`src/rtl/ir_key_decoder.sv`:
```
// NEC IR frame validator: bit-reverses and checks each 32-bit frame, filters by address,
// suppresses repeats inside a hold-off window and queues accepted keys in a show-ahead FIFO.
module ir_key_decoder #(
  parameter logic [7:0]  DEV_ADDR       = 8'h00,
  parameter bit          ADDR_FILTER_EN = 1'b1,
  parameter int unsigned HOLDOFF_CYC    = 20_000_000,
  parameter int unsigned FIFO_AW        = 2
) (
  input  logic        clk100M,
  input  logic        rst,
  input  logic [31:0] ir_data,
  input  logic        ir_vld,
  input  logic        clr_stat,
  input  logic        key_rd,
  output logic        key_vld,
  output logic [7:0]  key_addr,
  output logic [7:0]  key_code,
  output logic [7:0]  err_cnt,
  output logic        ovf
);

  localparam int unsigned DEPTH = 1 << FIFO_AW;
  localparam int unsigned CW    = FIFO_AW + 1;
  localparam int unsigned TW    = (HOLDOFF_CYC > 1) ? $clog2(HOLDOFF_CYC) : 1;

  typedef enum logic [1:0] {IDLE, CHK, PUSH} state_t;

  function automatic logic [7:0] rev8(input logic [7:0] b);
    logic [7:0] r;
    for (int i = 0; i < 8; i++) r[i] = b[7-i];
    return r;
  endfunction

  state_t          state_q, state_d;
  logic [7:0]      addr_q, addr_n_q, cmd_q, cmd_n_q;
  logic [TW-1:0]   timer_q;
  logic            last_vld_q;
  logic [15:0]     last_key_q;
  logic            chk_err, chk_supp, chk_acc, push;

  logic [15:0]        mem [DEPTH];
  logic [FIFO_AW-1:0] wr_ptr_q, rd_ptr_q, rd_ptr_d;
  logic [CW-1:0]      count_q, count_d, cnt_left;
  logic               pop, full, wr_ok, ovf_set;
  logic [15:0]        wdata, head_d;

  assign wdata = {addr_q, cmd_q};

  always_ff @(posedge clk100M or posedge rst) begin
    if (rst) state_q <= IDLE;
    else     state_q <= state_d;
  end

  // Frame checks in priority order: complement error, address filter, repeat suppression
  always_comb begin
    state_d  = state_q;
    chk_err  = 1'b0;
    chk_supp = 1'b0;
    chk_acc  = 1'b0;
    push     = 1'b0;
    case (state_q)
      IDLE: if (ir_vld) state_d = CHK;
      CHK: begin
        state_d = IDLE;
        if ((addr_n_q != ~addr_q) || (cmd_n_q != ~cmd_q)) begin
          chk_err = 1'b1;
        end else if (ADDR_FILTER_EN && (addr_q != DEV_ADDR)) begin
          chk_supp = 1'b0;
        end else if (last_vld_q && (last_key_q == wdata) && (timer_q != '0)) begin
          chk_supp = 1'b1;
        end else begin
          chk_acc = 1'b1;
          state_d = PUSH;
        end
      end
      PUSH: begin
        push    = 1'b1;
        state_d = IDLE;
      end
      default: state_d = IDLE;
    endcase
  end

  always_ff @(posedge clk100M or posedge rst) begin
    if (rst) begin
      addr_q   <= '0;
      addr_n_q <= '0;
      cmd_q    <= '0;
      cmd_n_q  <= '0;
    end else if ((state_q == IDLE) && ir_vld) begin
      addr_q   <= rev8(ir_data[31:24]);
      addr_n_q <= rev8(ir_data[23:16]);
      cmd_q    <= rev8(ir_data[15:8]);
      cmd_n_q  <= rev8(ir_data[7:0]);
    end
  end

  // Hold-off timer restarts on every accepted or suppressed repeat
  always_ff @(posedge clk100M or posedge rst) begin
    if (rst) begin
      timer_q    <= '0;
      last_vld_q <= 1'b0;
      last_key_q <= '0;
    end else begin
      if (chk_supp || chk_acc) timer_q <= TW'(HOLDOFF_CYC - 1);
      else if (timer_q != '0)  timer_q <= timer_q - TW'(1);
      if (chk_acc) begin
        last_vld_q <= 1'b1;
        last_key_q <= wdata;
      end
    end
  end

  always_ff @(posedge clk100M or posedge rst) begin
    if (rst) begin
      err_cnt <= '0;
      ovf     <= 1'b0;
    end else if (clr_stat) begin
      err_cnt <= '0;
      ovf     <= 1'b0;
    end else begin
      if (chk_err && (err_cnt != 8'hFF)) err_cnt <= err_cnt + 8'd1;
      if (ovf_set) ovf <= 1'b1;
    end
  end

  // Head of the next cycle: the incoming entry when nothing else remains queued
  always_comb begin
    pop      = key_rd && (count_q != '0);
    full     = (count_q == CW'(DEPTH));
    wr_ok    = push && (!full || pop);
    ovf_set  = push && full && !pop;
    cnt_left = count_q - CW'(pop);
    count_d  = cnt_left + CW'(wr_ok);
    rd_ptr_d = pop ? rd_ptr_q + FIFO_AW'(1) : rd_ptr_q;
    head_d   = (cnt_left == '0) ? wdata : mem[rd_ptr_d];
  end

  always_ff @(posedge clk100M or posedge rst) begin
    if (rst) begin
      wr_ptr_q <= '0;
      rd_ptr_q <= '0;
      count_q  <= '0;
      key_vld  <= 1'b0;
      key_addr <= '0;
      key_code <= '0;
    end else begin
      if (wr_ok) wr_ptr_q <= wr_ptr_q + FIFO_AW'(1);
      rd_ptr_q <= rd_ptr_d;
      count_q  <= count_d;
      key_vld  <= (count_d != '0);
      if (count_d != '0) {key_addr, key_code} <= head_d;
    end
  end

  always_ff @(posedge clk100M) begin
    if (wr_ok) mem[wr_ptr_q] <= wdata;
  end

endmodule
```
`config.mk`:
```
export PLATFORM = sky130hd
export DESIGN_NAME = ir_key_decoder
export DESIGN_NICKNAME = d
export VERILOG_FILES = /design/src/rtl/ir_key_decoder.sv
export SDC_FILE = /design/constraint.sdc
export NUM_CORES = 1
export LEC_CHECK = 0
export ABC_AREA = 1
export BUFFER_PORTS_ARGS = -buffer_cell sky130_fd_sc_hd__buf_2
export CORE_MARGIN = 4
export CORE_UTILIZATION = 45
export DETAILED_ROUTE_END_ITERATION = 6
export PLACE_DENSITY = 0.66
export RECOVER_POWER = 25
export SYNTH_ARGS = -nofsm -noshare
export SYNTH_HDL_FRONTEND = slang
export SYNTH_SLANG_ARGS = --single-unit
```
`constraint.sdc`:
```
create_clock -name clk100M -period 10.1 [get_ports clk100M]
set_clock_uncertainty 0.15 [all_clocks]
set_input_delay 1.01 -clock clk100M [delete_from_list [all_inputs] [get_ports clk100M]]
set_output_delay 1.01 -clock clk100M [all_outputs]
set_load 0.05 [all_outputs]
```
# Word-level counts from Yosys, hierarchy flattened
# Memories as Yosys holds them, arrays and structs flattened.
# Index checks and enable logic that the tools add are counted.
word_totals:
  n_memories: 1
  reg_bits: 109
  input_bits: 37
  out_inout_bits: 26
  mem_bits_rw: 64
memory_table:
  columns: ["name", "depth", "width", "rd", "rd_clocked_by_memory_dff", "wr", "line_no", "rtl"]
  rows:
  - ["mem", 4, 16, 1, 0, 1, "41", "logic [15:0] mem [DEPTH];"]
op_classes:
  reduce_logical: 22
  n_mux: 26
  bitwise: 2
  add_sub_neg: 6
  n_eq_ne: 8
ops:
  columns: ["operator", "count"]
  rows:
  - ["2-to-1 mux 25 bit", 2]
  - ["nonzero test 25 bit", 1]
  - ["subtractor 25 x 1 -> 25 bit (second input constant)", 1]
  - ["== test 16 bit", 1]
  - ["2-to-1 mux 16 bit", 1]
  - ["2-to-1 mux 8 bit", 2]
  - ["inequality test 8 bit", 2]
  - ["NOT 8 bit", 2]
  - ["2-to-1 mux 1 bit", 15]
  - ["2-to-1 mux 2 bit", 5]
  - ["adder 8 x 1 -> 8 bit (second input constant)", 1]
  - ["logical AND 1 bit", 8]
  - ["inequality test 8 bit (second input constant)", 1]
  - ["nonzero test 8 bit", 1]
  - ["nonzero test 2 bit", 3]
  - ["nonzero test 3 bit", 2]
  - ["adder 2 x 1 -> 2 bit (second input constant)", 2]
  - ["one-hot mux 2 bit (2 select lines)", 1]
  - ["adder 3 x 1 -> 3 bit", 1]
  - ["== test 3 bit (second input constant)", 1]
  - ["zero test 3 bit", 1]
  - ["logical OR 1 bit", 3]
  - ["subtractor 3 x 1 -> 3 bit", 1]
  - ["== test 2 x 1 -> 1 bit (second input constant)", 1]
  - ["4 further kinds", 5]

# Longest topological paths before layout
depth:
  depth_word: 9
  mapped_depth: 14
  ltp_nobuf: 13

# Worst setup path after synthesis
# No wires, ideal clock.
synth_path:
  kind: "input -> register"
  startpoint: "in key_rd"
  endpoint: "reg key_addr[1]"
  setup_time_ns: 0.121
  stages: 12
  t_arrival_ns: 2.546
  path_slack_ns: 7.283
  path_cell_list: "nand2_1 > nand3_1 > and2_1 > clkbuf_1 > ha_1 > ha_1 > xor2_1 > nand2_1 > clkbuf_1 > o21ai_0 > inv_1 > a21oi_1"
synth_between:
  elab_chain_cells: 5
  elab_cells_between_ends: 10
  classes_between: "2 x add/sub; 2 x mux; 5 x reduce/logical; 1 x memory"
synth_lines:
  columns: ["item", "line_no", "rtl"]
  rows:
  - ["from (decl)", "14", "input logic key_rd,"]
  - ["logical AND 1 bit", "129", "pop = key_rd && (count_q != '0);"]
  - ["logical OR 1 bit", "131", "wr_ok = push && (!full || pop);"]
  - ["logical AND 1 bit", "131", null]
  - ["named net wr_ok", "44", "logic pop, full, wr_ok, ovf_set;"]
  - ["adder 3 x 1 -> 3 bit", "134", "count_d = cnt_left + CW'(wr_ok);"]
  - ["nonzero test 3 bit", "152", "if (count_d != '0) {key_addr, key_code} <= head_d;"]
  - ["to (signal assigned)", "145", "key_addr <= '0;"]
  - ["to (signal assigned)", "152", null]
  - ["to (decl)", "16", "output logic [7:0] key_addr,"]
# The timed path passes the listed nets, and every way through them passes these cells.
# A chain may end at the register's enable or synchronous reset.

# Worst setup path in the final report
layout_path:
  startpoint: "in key_rd"
  endpoint: "reg key_addr[6]"
layout_between:
  elab_chain_cells: 5
  elab_cells_between_ends: 10
  classes_between: "2 x add/sub; 2 x mux; 5 x reduce/logical; 1 x memory"
layout_lines:
  columns: ["item", "line_no"]
  rows:
  - ["logical AND 1 bit (*)", "129"]
  - ["parallel branches: the longest is 4 deep, another holds subtractor 3 x 1 -> 3 bit", null]
# Every way passes the cells marked *.

==> results.ini <==
[sta]
setup_tns_ps = 0
hold_viol_final = 0
rsz0062_at_grt = no
fin_crit_sh_pct = 32.7
clock.fmax_mhz = 303
finalSetupViolations = 0
slew_headroom_pct = -44.9
worst_slew_pin_slew_ps = 2160
slew_violations = 47
period_needed_ps = 3300

[placed_design]
place_area_um2 = 8630
place_congestion = 0.835
post-dp-hpwl_um = 12200
port_buffers = 62

[final_layout]
regArea_um2 = 4650
fin_util_pct = 52.8
fin_nets = 1032
fill_cells = 1622
reg_top3 = mem (64), timer_q (25), last_key_q (16)
multi_input_comb_area_um2 = 2960
n_antenna_cell = 0
regMostFlops = mem
syn_to_final_growth_pct = 13.6
largest_reg_flops = 64
drive_gt1_share_pct = 12.0
fin_area_um2 = 9250

[route]
drc = 0
drtIter0Drc = 407
vias_per_cell = 5.10
vias = 6239
antenna_left = 0
wl_um = 18800
avgRoutedWirePerCell_um = 15.4
drtPass1Iterations = 4

[cts]
post_cts_resized = 0
cts_tree = built
ctsHtreeMaxLevel = 4
clock_latency_ps = 420
numCtsBuffers = 17
postCtsSetupBuffers = 0
hold_buffers = 0
cts_root_buf = clkbuf_16
clk_pin_slew_worst_paths_ps = 60
cts.sink_count = 173
clk_path_buf_depth = 2

[worst_setup_path]
crit_required_ps = 10250
arrival_ps = 3450
worstSetupPathType = primary input to register
startpoint_type = primary input
crit_slowest_cell = nand2_1
crit_chain = buf_2 > nand2_1 > nand3_1 > and2_1 > ha_1 > ha_1 > xor2_1 > nand2_1 > o21ai_0 > inv_1 > a21oi_1
crit_buf_inv = 2
crit_fanout = 33
critical_path.top_delay_family = simple AND/OR/NAND/NOR gates
r2r_start = count_q[1]$_DFF_PP0_
crit_start = key_rd
cp-end-kind = register
critPathMaxStageDelay_ps = 800

[outcome]
violations = max-capacitance violations, max-slew violations
status = complete, but fails checks

[job]
drv_cap = 1

[yosys]
ys_ff_latch = 173
synth_nets = 977
syn_inst = 930
synth_area_um2 = 8150
yosysUniqueCellTypes = 37
syn_avg_cell_area_um2 = 8.76
yosys_warnings = 0
ys_seq_area_share_pct = 57.1

[power]
comb_power_share_pct = 33.5
fin_total_pwr_uw = 2480
seqPwrFrac_pct = 38.4
netSwitchingFraction_pct = 38.5
pwr_density_cell_nw_per_um2 = 268
ir_drop_v = 0.000229
cellLeakagePower_uw = 0.00435
intPower_uw = 1530
pwr-share-clk_pct = 28.2
switchingPower_uw = 956

[die]
pin_count = 63
design.core.area_um2 = 17500
die-area_um2 = 20300
num_rows = 48
die_x_um = 143
die_y_um = 143
initial_core_util_pct = 46.5

[grt]
grt-ovfl-total = 0
gr-usage-all-layers_pct = 19.4
antenna_found_initial = 0
grt_max_degree = 65
grt_pass1_wl_um = 30800
grt_pass1_vias = 5914

[worst_hold_path]
hold_path.class = register to register
hold_start = last_vld_q$_DFFE_PP0P_

per-stage QoR:
step / setup WS (ps) / std cells / hold slack, ps
global route: 6450 / 1223 / 349
global placement: 6480 / 1191 / 298
floorplan: 6070 / 930 / 285
CTS: 6820 / 1223 / 317
detailed placement: 6380 / 1191 / 301
finish: 6800 / 1223 / 319
power groups by stage:
| stage | combinational, uW | sequential (uW) | clock, uW |
|---|---|---|---|
| final | 831 | 953 | 699 |
| after global routing | 943 | 970 | 739 |
| after CTS | 837 | 954 | 708 |
| after detailed placement | 831 | 964 | 0 |
| after global placement | 809 | 963 | 0 |
| after floorplan | 540 | 1060 | 0 |
cells in the final DEF, fill, tap and decap left out, drive strengths merged, types with 10 or more instances in the layout:
cell	synthesis	routed
a21oi	20	20
xnor2	12	12
edfxtp	64	64
clkbuf	15	19
nor2	117	117
inv	105	108
buf	14	65
o21ai	37	37
nand4	16	16
xor2	11	11
nand3	122	122
ha	10	10
nand2	253	253
dfrtp	109	109
logic make-up after synthesis:
kind of cell,count (synthesis),share of synthesized area [%]
DFF,173,57.1
AOI/OAI and AO/OA,66,4.32
and+or+nand+nor,523,27.9
buffers and inverters,135,6.73
adders and majority gates,10,1.54
xor gates and xnor gates,23,2.47
metal layers:
metal  part of all wire [%]  global-route usage (%)  wire length, um  up-vias
met5                      0                       0                0        -
met4                    1.4                    6.15              270        0
met3                    4.0                    4.44              753       17
met2                     47                    30.2             8890      125
met1                     47                    27.0             8930     2981
li1                       -                       -                -     3116
final cells by class:
type / instances / area share, %
tap: 225 / 3.04
sequential: 173 / 50.3
clock inverter: 13 / 2.00
inverter: 106 / 4.34
timing repair buffer: 65 / 3.60
clock buffer: 19 / 4.79
multi-input combinational: 622 / 32.0
cell usage after synthesis, drive strengths merged:
cell type	instances	area share (%)
nand2	253	12
nand3	122	7.5
nor2	117	5.7
dfrtp	109	33
inv	105	4.9
edfxtp	64	24
o21ai	37	2.3
a21oi	20	1.2
nand4	16	1.7
clkbuf	15	0.69
buf	14	1.1
xnor2	12	1.3
xor2	11	1.2
ha	10	1.5
nor3	8	0.55
o211ai	5	0.46
nand3b	2	0.18
or2	2	0.15
a31oi	1	0.077
and2	1	0.077
and3	1	0.077
clkinv	1	0.046
nor3b	1	0.092
o21a	1	0.092
o21bai	1	0.092
o31ai	1	0.092
final timing paths:
check,cells past startpoint,endpoint,slack (ps)
max in group asynchronous,3,key_addr[2]$_DFFE_PP0P_,7170
max reg2reg,12,key_addr[6]$_DFFE_PP0P_,6860
min reg2reg,2,last_vld_q$_DFFE_PP0P_,320
max,11,key_addr[6]$_DFFE_PP0P_,6800
min,2,last_vld_q$_DFFE_PP0P_,320
min in group asynchronous,2,timer_q[23]$_DFFE_PP0P_,990
worst register-to-register path: cells and delay by family, from the launching register on:
family / cells / cell delay [ps]
compound gates: 2 / 310
xor+xnor: 1 / 170
fa+ha+maj: 2 / 410
buf+inv: 1 / 110
flops: 1 / 380
simple gates: 6 / 1600
(Power assumes the default switching activity.)
